`config.mk`:
```
export PLATFORM = sky130hd
export DESIGN_NAME = reset_sequencer_pf
export DESIGN_NICKNAME = d
export VERILOG_FILES = /design/src/rtl/reset_seq_pkg.sv /design/src/rtl/reset_sync_filter.sv /design/src/rtl/reset_sequencer_pf.sv
export SDC_FILE = /design/constraint.sdc
export NUM_CORES = 1
export LEC_CHECK = 0
export CORE_ASPECT_RATIO = 0.6
export CORE_MARGIN = 8
export CORE_UTILIZATION = 45
export CTS_CLUSTER_DIAMETER = 80
export CTS_CLUSTER_SIZE = 20
export DETAILED_ROUTE_END_ITERATION = 7
export PLACE_DENSITY = 0.68
export SETUP_SLACK_MARGIN = 0.1
export SLEW_MARGIN = 15
export SYNTH_ARGS = -nofsm -noshare
export SYNTH_HDL_FRONTEND = slang
export SYNTH_HIERARCHICAL = 1
export SYNTH_SLANG_ARGS = --single-unit
```
`constraint.sdc`:
```
create_clock -name CLK -period 2.14 [get_ports CLK]
set_clock_uncertainty 0.05 [all_clocks]
set_input_delay 0.535 -clock CLK [delete_from_list [all_inputs] [get_ports CLK]]
set_output_delay 0.535 -clock CLK [all_outputs]
set_load 0.005 [all_outputs]
```
`src/rtl/reset_seq_pkg.sv`:
```
// ============================================================================
// reset_seq_pkg
//   Shared state encoding and counter sizing for the fabric reset sequencer.
//   Revision: 1.0
// ============================================================================
`default_nettype none

package reset_seq_pkg;

    typedef enum logic [2:0] {
        ST_WAIT_PWR  = 3'd0,
        ST_WAIT_LOCK = 3'd1,
        ST_PD_RETRY  = 3'd2,
        ST_WAIT_INIT = 3'd3,
        ST_RELEASE   = 3'd4,
        ST_RUN       = 3'd5,
        ST_FAULT     = 3'd6
    } state_t;

    // Width able to hold the largest of four terminal counts without wrapping
    function automatic int cnt_width(input int a, input int b, input int c, input int d);
        int m;
        m = a;
        if (b > m) m = b;
        if (c > m) m = c;
        if (d > m) m = d;
        return $clog2(m + 1);
    endfunction

endpackage

`default_nettype wire

```
`src/rtl/reset_sync_filter.sv`:
```
// ============================================================================
// reset_sync_filter
//   Per-bit synchronizer with an AND-reduced stable-high filter on the output.
//   Revision: 1.0
// ============================================================================
`default_nettype none

module reset_sync_filter #(
    parameter int WIDTH       = 1,
    parameter int SYNC_STAGES = 2,
    parameter int FILT        = 0
) (
    input  logic             clk,
    input  logic             rst_n,
    input  logic             clr,
    input  logic [WIDTH-1:0] din,
    output logic             all_high,
    output logic             stable
);

    logic [WIDTH-1:0] sync_q [SYNC_STAGES];

    always_ff @(posedge clk) begin
        if (!rst_n) begin
            for (int i = 0; i < SYNC_STAGES; i++) sync_q[i] <= '0;
        end else begin
            sync_q[0] <= din;
            for (int i = 1; i < SYNC_STAGES; i++) sync_q[i] <= sync_q[i-1];
        end
    end

    assign all_high = &sync_q[SYNC_STAGES-1];

    generate
        if (FILT == 0) begin : g_nofilt
            assign stable = all_high & ~clr;
        end else begin : g_filt
            localparam int CW = $clog2(FILT + 1);
            logic [CW-1:0] cnt;

            // Counts consecutive high samples, saturating; any low sample restarts it
            always_ff @(posedge clk) begin
                if (!rst_n || clr || !all_high) begin
                    cnt <= '0;
                end else if (cnt != CW'(FILT)) begin
                    cnt <= cnt + 1'b1;
                end
            end

            // The current sample completes the run of FILT highs
            assign stable = all_high & ~clr & (cnt >= CW'(FILT - 1));
        end
    endgenerate

endmodule

`default_nettype wire

```
`src/rtl/reset_sequencer_pf.sv`:
```
// ============================================================================
// reset_sequencer_pf
//   Multi-domain fabric reset sequencer with lock filtering and PLL retry.
//   Revision: 1.0
// ============================================================================
`default_nettype none

module reset_sequencer_pf
    import reset_seq_pkg::*;
#(
    parameter int N_CH         = 4,
    parameter int N_PLL        = 2,
    parameter int N_BANK       = 2,
    parameter int SYNC_STAGES  = 2,
    parameter int LOCK_FILT    = 16,
    parameter int STAGE_DLY    = 8,
    parameter int LOCK_TIMEOUT = 1000,
    parameter int PD_CYCLES    = 32,
    parameter int MAX_RETRY    = 3
) (
    input  logic                             CLK,
    input  logic                             EXT_RST_N,
    input  logic                             FPGA_POR_N,
    input  logic [N_BANK-1:0]                BANK_VDDI_STATUS,
    input  logic [N_PLL-1:0]                 PLL_LOCK,
    input  logic                             INIT_DONE,
    input  logic                             SS_BUSY,
    input  logic                             FF_US_RESTORE,
    output logic [N_CH-1:0]                  RESET_N,
    output logic                             PLL_POWERDOWN_B,
    output logic                             READY,
    output logic                             FAULT,
    output logic [$clog2(MAX_RETRY+1)-1:0]   RETRY_CNT
);

    localparam int TW = cnt_width(LOCK_TIMEOUT, PD_CYCLES, N_CH * STAGE_DLY, LOCK_FILT);
    localparam int RW = $clog2(MAX_RETRY + 1);

    logic pwr_ok, pwr_all, lock_ok, lock_all, init_go, init_all, lock_clr;
    logic unused_sync;

    reset_sync_filter #(.WIDTH(1 + N_BANK), .SYNC_STAGES(SYNC_STAGES), .FILT(0)) u_pwr_sync (
        .clk      (CLK),
        .rst_n    (EXT_RST_N),
        .clr      (1'b0),
        .din      ({FPGA_POR_N, BANK_VDDI_STATUS}),
        .all_high (pwr_all),
        .stable   (pwr_ok)
    );

    reset_sync_filter #(.WIDTH(N_PLL), .SYNC_STAGES(SYNC_STAGES), .FILT(LOCK_FILT)) u_lock_sync (
        .clk      (CLK),
        .rst_n    (EXT_RST_N),
        .clr      (lock_clr),
        .din      (PLL_LOCK),
        .all_high (lock_all),
        .stable   (lock_ok)
    );

    // Blockers are inverted so the AND reduction means "clear to release"
    reset_sync_filter #(.WIDTH(3), .SYNC_STAGES(SYNC_STAGES), .FILT(0)) u_init_sync (
        .clk      (CLK),
        .rst_n    (EXT_RST_N),
        .clr      (1'b0),
        .din      ({INIT_DONE, ~SS_BUSY, ~FF_US_RESTORE}),
        .all_high (init_all),
        .stable   (init_go)
    );

    assign unused_sync = pwr_all ^ init_all;

    state_t          state, state_nx;
    logic [TW-1:0]   timer, timer_nx;
    logic [RW-1:0]   retry_nx;
    logic [N_CH-1:0] rst_nx;
    logic            ready_nx, fault_nx, pd_nx;

    always_ff @(posedge CLK) begin
        if (!EXT_RST_N) begin
            state           <= ST_WAIT_PWR;
            timer           <= '0;
            RETRY_CNT       <= '0;
            RESET_N         <= '0;
            READY           <= 1'b0;
            FAULT           <= 1'b0;
            PLL_POWERDOWN_B <= 1'b0;
        end else begin
            state           <= state_nx;
            timer           <= timer_nx;
            RETRY_CNT       <= retry_nx;
            RESET_N         <= rst_nx;
            READY           <= ready_nx;
            FAULT           <= fault_nx;
            PLL_POWERDOWN_B <= pd_nx;
        end
    end

    always_comb begin
        state_nx = state;
        timer_nx = timer;
        retry_nx = RETRY_CNT;
        rst_nx   = RESET_N;
        ready_nx = READY;
        fault_nx = FAULT;
        lock_clr = 1'b0;

        if (!pwr_ok && state != ST_FAULT) begin
            state_nx = ST_WAIT_PWR;
            timer_nx = '0;
            rst_nx   = '0;
            ready_nx = 1'b0;
        end else begin
            case (state)
                ST_WAIT_PWR: begin
                    state_nx = ST_WAIT_LOCK;
                    timer_nx = '0;
                end
                ST_WAIT_LOCK: begin
                    if (lock_ok) begin
                        state_nx = ST_WAIT_INIT;
                        timer_nx = '0;
                        retry_nx = '0;
                    end else if (timer == TW'(LOCK_TIMEOUT - 1)) begin
                        timer_nx = '0;
                        if (RETRY_CNT < RW'(MAX_RETRY)) begin
                            state_nx = ST_PD_RETRY;
                            retry_nx = RETRY_CNT + 1'b1;
                        end else begin
                            state_nx = ST_FAULT;
                            fault_nx = 1'b1;
                        end
                    end else begin
                        timer_nx = timer + 1'b1;
                    end
                end
                ST_PD_RETRY: begin
                    if (timer == TW'(PD_CYCLES - 1)) begin
                        state_nx = ST_WAIT_LOCK;
                        timer_nx = '0;
                        lock_clr = 1'b1;
                    end else begin
                        timer_nx = timer + 1'b1;
                    end
                end
                ST_WAIT_INIT: begin
                    if (!lock_all) begin
                        state_nx = ST_WAIT_LOCK;
                        timer_nx = '0;
                    end else if (init_go) begin
                        state_nx = ST_RELEASE;
                        timer_nx = '0;
                    end
                end
                ST_RELEASE: begin
                    if (!lock_all) begin
                        state_nx = ST_WAIT_LOCK;
                        timer_nx = '0;
                        rst_nx   = '0;
                    end else if (timer == TW'(STAGE_DLY - 1)) begin
                        // Shift a one in from ch0; the last channel completes the sequence
                        timer_nx = '0;
                        rst_nx   = N_CH'({RESET_N, 1'b1});
                        if (&rst_nx) begin
                            state_nx = ST_RUN;
                            ready_nx = 1'b1;
                        end
                    end else begin
                        timer_nx = timer + 1'b1;
                    end
                end
                ST_RUN: begin
                    if (!lock_all) begin
                        state_nx = ST_WAIT_LOCK;
                        timer_nx = '0;
                        rst_nx   = '0;
                        ready_nx = 1'b0;
                    end
                end
                ST_FAULT: begin
                    rst_nx   = '0;
                    ready_nx = 1'b0;
                    fault_nx = 1'b1;
                end
                default: begin
                    state_nx = ST_WAIT_PWR;
                    timer_nx = '0;
                    rst_nx   = '0;
                    ready_nx = 1'b0;
                end
            endcase
        end

        pd_nx = pwr_ok & (state_nx != ST_PD_RETRY);
    end

endmodule

`default_nettype wire

```
==> metrics.sh <==
CTS-ROOT-BUF='clkbuf_8'
VDD_IR_DROP_MAX_mV=0.376
FIRST_GLOBAL_VIAS=1653
CRITPATHMAXFANOUT=5
SLEW-LIMIT-HEADROOM_PCT=49.9
CTS_HOLD_BUFFERS=0
FINAL_LAYOUT_SIZE_SUFFIX_GT1_SHARE_PCT=22.5
LAYOUT.CELLS.MOST_COMMON_LIST='dfxtp_1 (39), buf_4 (28), nor2_1 (24)'
STATIC-LEAKAGE-POWER_nW=0.996
FP.COREAREA_MM2=0.00419
CP.DEPTH=9
GRT-OVFL-TOTAL=0
LAYOUT.CELLS.MOST_COMMON='dfxtp_1'
NUMBER_OF_H_TREE_LEVELS=2
TIMING.CRITICAL_PATH.ARRIVAL_NS=2.31
SYNTH.YOSYS.WARNINGS=6
DETAILEDROUTE.FIRSTPASSITERATIONCOUNT=5
DETAIL_ROUTE.DRC_VIOLATIONS=0
PWR_DENSITY_CELL_mW_PER_MM2=545
LARGEST_NET_DEGREE_AT_THE_START_OF_GLOBAL_ROUTING=25
GRT_UTIL_ALL_LAYERS_PCT=14.5
MEAN_SYN_CELL_AREA_UM2=8.48
FINALHOLDVIOLATIONS=0
CPLARGESTDELAYFAMILY='simple AND/OR/NAND/NOR gates'
DRTITER0DRC=125
WORSTSETUPENDPOINTTYPE='register'
RR_WORST_DEPTH=9
CLK_TRANSITION_REPORTED_PATHS_NS=0.08
SLEW_VIOLATIONS=0
CTSLONGESTPATHBUFFERS=2
CRITICAL_PATH.CELL_CHAIN='or4_4 -> nor4_4 -> a211oi_2 -> inv_2 -> buf_6 -> a21oi_2 -> o21bai_1 -> nor3b_4 -> a31oi_1'
FINAL_ANTENNA_DIODE_COUNT=0
CRIT_REQUIRED_NS=2.26
ROUTE.ANTENNA.REMAINING_NETS=0
ROUTED_WIRELENGTH_UM=4870
FINISH.NET_COUNT=299
TIMING.MAX_CAP.VIOLATIONS=0
SETUP.WORST_PATH.END='PLL_POWERDOWN_B$_SDFF_PN0_'
CTS_TREE='yes'
INITIAL_CORE_UTILIZATION_PCT=48.0
TIMING.FINAL.CRIT_SHARE_PCT=102
WORST-SETUP-PATH-TYPE='register to register'
TIMING_WORST_SLEW_PIN_VALUE_NS=0.743
CRITICAL-PATH-MAX-STAGE-DELAY_NS=0.57
POSTLAYOUTSETUPSLACKWORST_NS=-0.0496
POST_SYNTH_INST_COUNT=237
ROUTE.VIAS.TOTAL=1841
FAILED_CHECKS='setup timing'
MET2_USAGE_PCT=20.1
GRT-BUSIEST-LAYER='met1'
DIE_HEIGHT_UM=67.8
GRT_SETUP_UNREPAIRED='true'
AREA_GROWTH_SYN_TO_LAYOUT_PCT=33.7
FINALSETUPVIOLCOUNT=2
DIEWIDTH_UM=102
FINALWEIGHTEDCONGESTION=0.892
REG2REG_TO='PLL_POWERDOWN_B$_SDFF_PN0_'
DESIGN_POWER_TOTAL_mW=1.47
DESIGN.PORTCOUNT=19
WORSTSKEWPAIRLATENCY_NS=0.29
WORST-R2R-SETUP-SLACK_NS=-0.05
DRT-WIRELENGTH-PER-CELL_UM=14.2
CRIT_PATH_TOP_DELAY_CELL='or4_4'
WORSTREG2REGSTART='timer[7]$_SDFFE_PP0P_'
GRT.MET3_USAGE_PCT=4.82
GLOBAL_ROUTE_WIRE_LENGTH_BEFORE_REPAIR_UM=7880
FINAL.FILL_COUNT=354
POST_SYNTHESIS_CELL_AREA_MM2=0.00201
DETAIL_ROUTE.VIAS_PER_CELL=5.35
NUMCLOCKSINKS=43
CTS_INSERTED_BUFFERS=5
DESIGN.DIE.AREA_MM2=0.00693
ROWS=18
PORT_BUFFERS=18
FIN_CRIT_NS=2.19
FINAL_UTIL_PCT=64.2
PLACEMENT.SETUP.WORST_SLACK_NS=-0.0441
TIMING.CRITICAL_PATH.BUF_INV=2
CRITPATHLAUNCHTYPE='register'
HOLD_CLASS='register to register'
STARTPOINT='timer[7]$_SDFFE_PP0P_'
STATUS='complete, but fails checks'
TOTAL_NEG_SETUP_SLACK_NS=-0.0540
TIMING.FMAX_MHz=457
GROUTE.LAYER.MET1.USAGE_PCT=21.0
ANTENNA_VIOLATIONS_BEFORE_REPAIR=0
DP_HPWL_UM=3490
state kept, by name, indices dropped and copies added (netlist names):
signal	count
RESET_N	4
u_lock_sync/sync_q	4
RETRY_CNT	2
timer	10
u_lock_sync/g_filt.cnt	5
FAULT	1
u_pwr_sync/sync_q	6
u_init_sync/sync_q	6
state	3
PLL_POWERDOWN_B	1
READY	1
worst register-to-register path, delay by kind of cell, from the launching register on:
| family | cells | cell delay [ns] |
|---|---|---|
| compound gates | 4 | 0.38 |
| simple gates | 3 | 1.10 |
| buf+inv | 2 | 0.21 |
| flops | 1 | 0.33 |
metal layers:
layer	vias up	wire, um
met5	-	0
met4	0	18
met3	2	471
met2	77	1860
met1	830	2520
li1	932	-
power breakdown:
| part | internal [mW] | switching, mW |
|---|---|---|
| combinational | 0.0238 | 0.0129 |
| clock | 0.341 | 0.272 |
| sequential | 0.813 | 0.00242 |
layout make-up:
class | instances | area [um^2] | area share, %
flip-flops and latches | 43 | 866 | 32.2
inverters | 12 | 45.0 | 1.68
multi-input cells | 174 | 1180 | 44.0
clock buffers | 5 | 68.8 | 2.56
repair buffers | 48 | 413 | 15.4
well taps | 60 | 75.1 | 2.79
clock inverters | 2 | 37.5 | 1.40
worst min path at each step:
stage | cells past startpoint | to | start | slack [ns]
after floorplan | 1 | u_init_sync/sync_q[0][3]$_SDFF_PN0_ | u_init_sync/sync_q[0][0]$_SDFF_PN0_ | 0.36
after global placement | 1 | u_init_sync/sync_q[0][5]$_SDFF_PN0_ | u_init_sync/sync_q[0][2]$_SDFF_PN0_ | 0.37
after detailed placement | 1 | u_init_sync/sync_q[0][3]$_SDFF_PN0_ | u_init_sync/sync_q[0][0]$_SDFF_PN0_ | 0.37
after CTS | 1 | u_pwr_sync/sync_q[0][5]$_SDFF_PN0_ | u_pwr_sync/sync_q[0][2]$_SDFF_PN0_ | 0.39
after global routing | 1 | u_pwr_sync/sync_q[0][5]$_SDFF_PN0_ | u_pwr_sync/sync_q[0][2]$_SDFF_PN0_ | 0.41
final | 1 | u_pwr_sync/sync_q[0][5]$_SDFF_PN0_ | u_pwr_sync/sync_q[0][2]$_SDFF_PN0_ | 0.38
repair_timing:
action | in CTS | in global routing
endpoints found under the hold margin | 0 | 0
resized for setup | 10 | 12
pin swaps | 6 | 16
setup buffers | 4 | 2
endpoints found under the setup margin | 14 | 16
per-stage QoR:
| step | std cells | instance area (um^2) | hold slack [ns] |
|---|---|---|---|
| after CTS | 342 | 2640 | 0.387 |
| after global placement | 331 | 2470 | 0.366 |
| after global routing | 344 | 2690 | 0.407 |
| final | 344 | 2690 | 0.381 |
| after floorplan | 238 | 2080 | 0.362 |
| after detailed placement | 331 | 2470 | 0.369 |
Power figures use the tool's default switching activity.
